`src/rtl/elastic_pipeline_v1_0.sv`:
```
// -----------------------------------------------------------------------------
// elastic_pipeline_v1_0
//
// A chain of C_PIPE_STAGES registers with a valid/ready handshake on both
// ends. An empty stage always takes the word from the stage behind it, so
// gaps (bubbles) close up even while the output is stalled. A full pipe with
// the output ready accepts and emits in the same cycle, which sustains one
// word per clock.
//
// Parameters
//   C_WIDTH        data width in bits (1..64)
//   C_PIPE_STAGES  number of register stages (1..8)
//
// Ports
//   CLK        rising-edge clock
//   SCLR_N     synchronous active-low reset: clears valids, data and count
//   CE         clock enable; low freezes all state and blocks both handshakes
//   FLUSH      discards every held word on the next edge (only while CE=1)
//   D          upstream data
//   D_VALID    upstream word present
//   D_READY    pipeline accepts D this cycle
//   Q          downstream data (last stage register)
//   Q_VALID    downstream word present
//   Q_READY    downstream accepts Q this cycle
//   OCCUPANCY  registered number of valid stages
// -----------------------------------------------------------------------------
module elastic_pipeline_v1_0 #(
    parameter int C_WIDTH       = 16,
    parameter int C_PIPE_STAGES = 3
) (
    input  logic               CLK,
    input  logic               SCLR_N,
    input  logic               CE,
    input  logic               FLUSH,
    input  logic [C_WIDTH-1:0] D,
    input  logic               D_VALID,
    output logic               D_READY,
    output logic [C_WIDTH-1:0] Q,
    output logic               Q_VALID,
    input  logic               Q_READY,
    output logic [3:0]         OCCUPANCY
);

    localparam int LAST = C_PIPE_STAGES - 1;

    logic [C_WIDTH-1:0]       stage_data [C_PIPE_STAGES];
    logic [C_PIPE_STAGES-1:0] stage_valid;
    logic [3:0]               occupancy_q;

    logic                     run;
    logic                     kill;
    logic [C_PIPE_STAGES-1:0] advance;
    logic [C_PIPE_STAGES-1:0] in_valid;
    logic [C_WIDTH-1:0]       in_data [C_PIPE_STAGES];
    logic [C_PIPE_STAGES-1:0] next_valid;
    logic [3:0]               next_count;

    // Stages may only move when enabled, not flushing and out of reset.
    // Holding reset here keeps both handshakes low while SCLR_N is asserted.
    assign run  = SCLR_N && CE && !FLUSH;
    assign kill = CE && FLUSH;

    // Advance chain, walked from the output back towards the input. A stage
    // moves when it is empty or when the stage in front of it moves; the
    // stage in front of the last one is the downstream consumer.
    always_comb begin
        logic downstream;
        advance    = '0;
        downstream = Q_READY;
        for (int i = LAST; i >= 0; i--) begin
            advance[i] = run && (!stage_valid[i] || downstream);
            downstream = advance[i];
        end
    end

    // What each stage would load if it advanced: the upstream port for
    // stage 0, the previous stage for everything else.
    always_comb begin
        in_valid[0] = D_VALID;
        in_data[0]  = D;
        for (int i = 1; i < C_PIPE_STAGES; i++) begin
            in_valid[i] = stage_valid[i-1];
            in_data[i]  = stage_data[i-1];
        end
    end

    // Valid bits after the coming edge, and how many of them are set. The
    // count is registered so OCCUPANCY always matches the valids it sits
    // beside rather than being a combinational popcount.
    always_comb begin
        next_valid = stage_valid;
        for (int i = 0; i < C_PIPE_STAGES; i++) begin
            if (advance[i]) begin
                next_valid[i] = in_valid[i];
            end
        end
        if (kill) begin
            next_valid = '0;
        end
        next_count = '0;
        for (int i = 0; i < C_PIPE_STAGES; i++) begin
            next_count = next_count + {3'b000, next_valid[i]};
        end
    end

    // State registers. Data only loads when a real word arrives, so an
    // advancing bubble leaves the old contents in place; that keeps Q steady
    // after the last word has drained or been flushed.
    always_ff @(posedge CLK) begin
        if (!SCLR_N) begin
            stage_valid <= '0;
            occupancy_q <= '0;
            for (int i = 0; i < C_PIPE_STAGES; i++) begin
                stage_data[i] <= '0;
            end
        end else begin
            stage_valid <= next_valid;
            occupancy_q <= next_count;
            for (int i = 0; i < C_PIPE_STAGES; i++) begin
                if (advance[i] && in_valid[i]) begin
                    stage_data[i] <= in_data[i];
                end
            end
        end
    end

    assign D_READY   = advance[0];
    assign Q_VALID   = stage_valid[LAST] && run;
    assign Q         = stage_data[LAST];
    assign OCCUPANCY = occupancy_q;

endmodule

```
`config.mk`:
```
export PLATFORM = sky130hd
export DESIGN_NAME = elastic_pipeline_v1_0
export DESIGN_NICKNAME = d
export VERILOG_FILES = /design/src/rtl/elastic_pipeline_v1_0.sv
export SDC_FILE = /design/constraint.sdc
export NUM_CORES = 1
export LEC_CHECK = 0
export CAP_MARGIN = 30
export CORE_ASPECT_RATIO = 1.5
export CORE_UTILIZATION = 66
export CTS_CLUSTER_SIZE = 12
export DETAILED_ROUTE_END_ITERATION = 16
export DONT_BUFFER_PORTS = 1
export PLACE_DENSITY = 0.92
export SKIP_CTS_REPAIR_TIMING = 1
export SLEW_MARGIN = 5
export SYNTH_ARGS = -nofsm -noshare
export SYNTH_HDL_FRONTEND = slang
export SYNTH_SLANG_ARGS = --single-unit
```
`constraint.sdc`:
```
create_clock -name CLK -period 5.2 [get_ports CLK]
set_clock_uncertainty 0.05 [all_clocks]
set_input_delay 1.04 -clock CLK [delete_from_list [all_inputs] [get_ports CLK]]
set_output_delay 1.04 -clock CLK [all_outputs]
set_load 0.01 [all_outputs]
```
; ---- After elaboration in Yosys (flattened, before gate mapping)
; Memories as Yosys holds them, arrays and structs flattened.
; Cells that the tools add are included.
[op_classes]
n_addsub = 2
muxes = 17
n_bitwise = 3
reduce_logical = 17
[ops]
columns = op, n
row1 = $mux 16, 3
row2 = $mux 1, 13
row3 = $logic_and 1x1->1, 10
row4 = $logic_not 1->1, 4
row5 = $add 2x1->3, 1
row6 = $logic_or 1x1->1, 3
row7 = $mux 3, 1
row8 = $or 1x1->1, 3
row9 = $add 1x1->2, 1
[word_totals]
regBits = 7
mem_bits_rw = 48
in_bits = 22
output_inout_bits = 22
elab_cells = 42
mem_count = 1
[memory_table]
columns = name, words, width, read_ports, rd_clocked_by_memory_dff, write_ports, line_no
row1 = stage_data, 3, 16, 3, 0, 3, 46  ; logic [C_WIDTH-1:0] stage_data [C_PIPE_STAGES];

; ---- Logic depth before layout (Yosys ltp)
[depth]
ltp_word = 12
mapped_depth = 6
mapped_depth_nobuf = 5

; ---- Worst setup path before layout
; No wires, ideal clock.
[synth_timing]
path_type = input-to-reg
from = in FLUSH
to = mem stage_data[1][0] (netlist: stage_data[0][16]) (enable)
setup_time_ns = 0.411
arrival_time_ns = 2.525
required_ns = 4.739
slack_ns = 2.214
cell_stages = 2
path_buffers = 0
path_cell_list = nand3b_1 -> o21ai_0
[synth_rtl]
columns = element, line_no
row1 = start: declaration, 34  ; input logic FLUSH,
row2 = end: declaration, 46

; ---- Worst setup path in the final report
[layout_timing]
from = in FLUSH
to = out D_READY
[layout_between]
elab_chain_len = 7
[layout_lines]
columns = element, line_no
row1 = $logic_not 1->1 (*), 60  ; assign run = SCLR_N && CE && !FLUSH;
row2 = $logic_and 1x1->1 (*), 60
row3 = $logic_and 1x1->1, 71  ; advance[i] = run && (!stage_valid[i] || downstream);
row4 = $logic_or 1x1->1, 71
row5 = $logic_and 1x1->1, 71
row6 = $logic_or 1x1->1, 71
row7 = $logic_and 1x1->1 (*), 71
row8 = end: declaration, 37  ; output logic D_READY,
; Every way passes the cells marked *; elsewhere a longest branch is shown, timed or not.

==> metrics.md <==
| Metric | Value |
|---|---|
| Status | completed |
| Slew Viols, Final | 0 |
| Clock sink total | 53 |
| Met2 usage | approximately 36% |
| Cell count along the critical path | 2 |
| Core ar. | 3222 um^2 |
| CP Max Fanout | 25 |
| RSZ-0062 raised after global routing | false |
| Worst Max-Slew Pin Slew | 1.099 ns |
| Cell total after placement | roughly 190 |
| Clk slew on worst S/H paths | 0.09 ns |
| YS warnings | 0 |
| Final Net Count | 178 |
| First-pass GRT wire length | around 5.6 mm |
| CTS root buffer | clkbuf_8 |
| Top Usage Layer GRT | met2 |
| DRT Pass-1 Iters | 4 |
| # IOs | 44 |
| Critical path class | input pin to output pin |
| PwrDens | 339.1 nW/um^2 |
| Startpoint Class | input pin |
| Fin cells | slightly below 200 |
| Most common flop cell mapped by yosys | edfxtp_1 |
| Clk_lat worst skew | 0.30 ns |
| TritonCTS clock tree | yes |
| Critical-path top delay cell | nand3b_1 |
| Worst vdd ir | 249.1 uV |
| Antenna Cells | 0 |
| Final setup margin | about 1.8 ns |
| CTS buffer count | 5 |
| Slowest stage delay, CP | 0.66 ns |
| Period utilization | roughly two thirds |
| DRC | 0 |
| Cell variety after synth | 30 |
| Flops & latches, synth | 53 |
| Req. time, crit path | around 4.1 ns |
| WL/cell | 17.85 um |
| # Max-Cap Violations | 0 |
| Vias in the first global route | 1154 |
| Share of layout cells above drive strength 1 | 10.26% |
| Synthesized cell area | approximately 2300 um^2 |
| Worst rel slew slack | 26.75% |
| H-tree Lvls | 2 |
| Final setup vio count | 0 |
| Rows | 25 |
| Synth Area in Simple Gates | 20.95% |
| Synth Area in Adders | 0.8820% |
| Vias | approximately 1200 |
| Mean post-synth cell area | 14.27 um^2 |
| XOR/XNOR Fraction of Synth Area | 0% |
| Post-place setup slack | 1.798 ns |
| Critical path cell sequence | nand3b_1 -> a31oi_1 |
| Via-to-Cell Ratio | 6.184 |
| Final Critical Period | 3.418 ns |
| Dpl hpwl | about 2.3 mm |
| Tot Pwr | 802.4 uW |
| Final Hold Fails | 0 |
| Die Y | approximately 74 um |
| Setup TNS | 0 ns |
| Starting Density | 70.45% |
| Kind of end point of the critical path | output pin |
| Max Fclk | 292.6 MHz |
| Fillers | 192 |
| Pleak | 0.7429 nW |
| PortBufs | 0 |
| Initial DRC count | 57 |
| Hold crit path type | flop to flop |
| Hold Path Cell Cnt | 1 |
| Seq/Total Area, Yosys | 67.92% |
| DIE AREA | 3682 um^2 |
| GRT Overall Usage | 21.72% |
| Synth Instances | 159 |
| CP top delay family | simple AND/OR/NAND/NOR gates |
| Gr ovfl total | 0 |
| Worst endpoint data arrival time | 2.33 ns |
| Remaining antenna violation count after routing | 0 |
| Die W | roughly 50 um |
| GRT met3 Usage | 6.832% |
| Total wire length | 3.498 mm |
| Met1 Resource Use GR | a little under a quarter |
| Antenna violations before repair | 0 |
| Multiplexer area fraction after synthesis | 0% |
| Compound-Gate Fraction of Synth Area | under 10% |
| Number of flops mapped to enable cells by yosys | 48 |
| WP buf/inv | 0 |
| Area Overhead vs Synth | 4.245% |
| Largest net degree at the start of global routing | 49 |
| Async set-reset flop share out of synthesis | 0% |
| Reg2reg path depth | 3 |
| Largest family of logic cells by synthesized area | simple AND/OR/NAND/NOR gates |
| Clock Path Buffers | 2 |
| Placer congestion estimate | 0.9230 |
Yosys cell counts, types with 3 or more instances:
library cell	count	area, um^2
nor2_1	3	11.26
clkbuf_1	3	11.26
inv_1	3	11.26
nor3b_1	47	352.8
nand2_1	9	33.78
o21a_1	3	22.52
dfxtp_1	5	100.1
edfxtp_1	48	1441
buf_6	3	33.78
o21ai_0	3	15.01
buf_2	7	35.03
where the power goes:
group	internal [mW]	total [mW]	leakage (nW)	switching (mW)
Combinational	0.0129	0.0374	0.151	0.0244
Clock	0.144	0.274	0.0543	0.130
Sequential	0.482	0.491	0.537	0.00908
state kept, by name, summed over array words and instances (netlist names):
name         flops
stage_data      48
OCCUPANCY        2
stage_valid      3
placed cells by master, fill, tap and decap left out, types with 2 or more instances in the layout:
cell type | synthesis | layout
nand2_1 | 9 | 9
o21ai_1 | 0 | 2
edfxtp_1 | 48 | 48
clkbuf_8 | 0 | 5
o21a_1 | 3 | 3
inv_1 | 3 | 3
and2_1 | 2 | 2
a21oi_1 | 2 | 2
nand3b_1 | 2 | 2
nor2_1 | 3 | 3
nor3b_1 | 47 | 47
conb_1 | 1 | 2
o22ai_1 | 2 | 2
nor2b_1 | 2 | 2
dfxtp_1 | 5 | 5
buf_4 | 2 | 3
metrics by stage:
stage                     utilization, %  hold slack [ns]  instance area (um^2)
final                              73.44           0.5659                  2366
after global routing               73.44           0.5935                  2366
after CTS                          73.44           0.5732                  2366
after detailed placement           69.86           0.5430                  2251
after global placement             69.63           0.5422                  2243
after floorplan                        -           0.5197                  2273
path summary, 6_finish.rpt:
check,startpoint,end,slack [ns]
max,FLUSH,D_READY,1.78
min reg2reg,stage_data[0][12],stage_data[0][28],0.57
max reg2reg,stage_valid[1],stage_data[0][19],3.08
min,stage_data[0][12],stage_data[0][28],0.57
cell families after synthesis:
| family | after synthesis |
|---|---|
| adder cells (fa/ha/maj) | 1 |
| AO/OA/AOI/OAI | 16 |
| buffers and inverters | 18 |
| flip-flops | 53 |
| AND/OR/NAND/NOR | 70 |
| other | 1 |
final cells by class:
cell class	instances	area [um^2]	area share, %
inverter	3	11.26	0.4759
multi-input combinational	89	625.6	26.44
tap	40	50.05	2.115
clock buffer	5	68.82	2.909
sequential	53	1541	65.15
clock inverter	3	46.29	1.957
timing repair buffer	3	22.52	0.9519
layer usage:
layer  wire (um)  part of all wire (%)
met4         128                   3.7
met3         200                   5.7
met1        1320                    38
met5           0                     0
met2        1848                    53
Note: power is estimated with default switching activity, not from simulation.
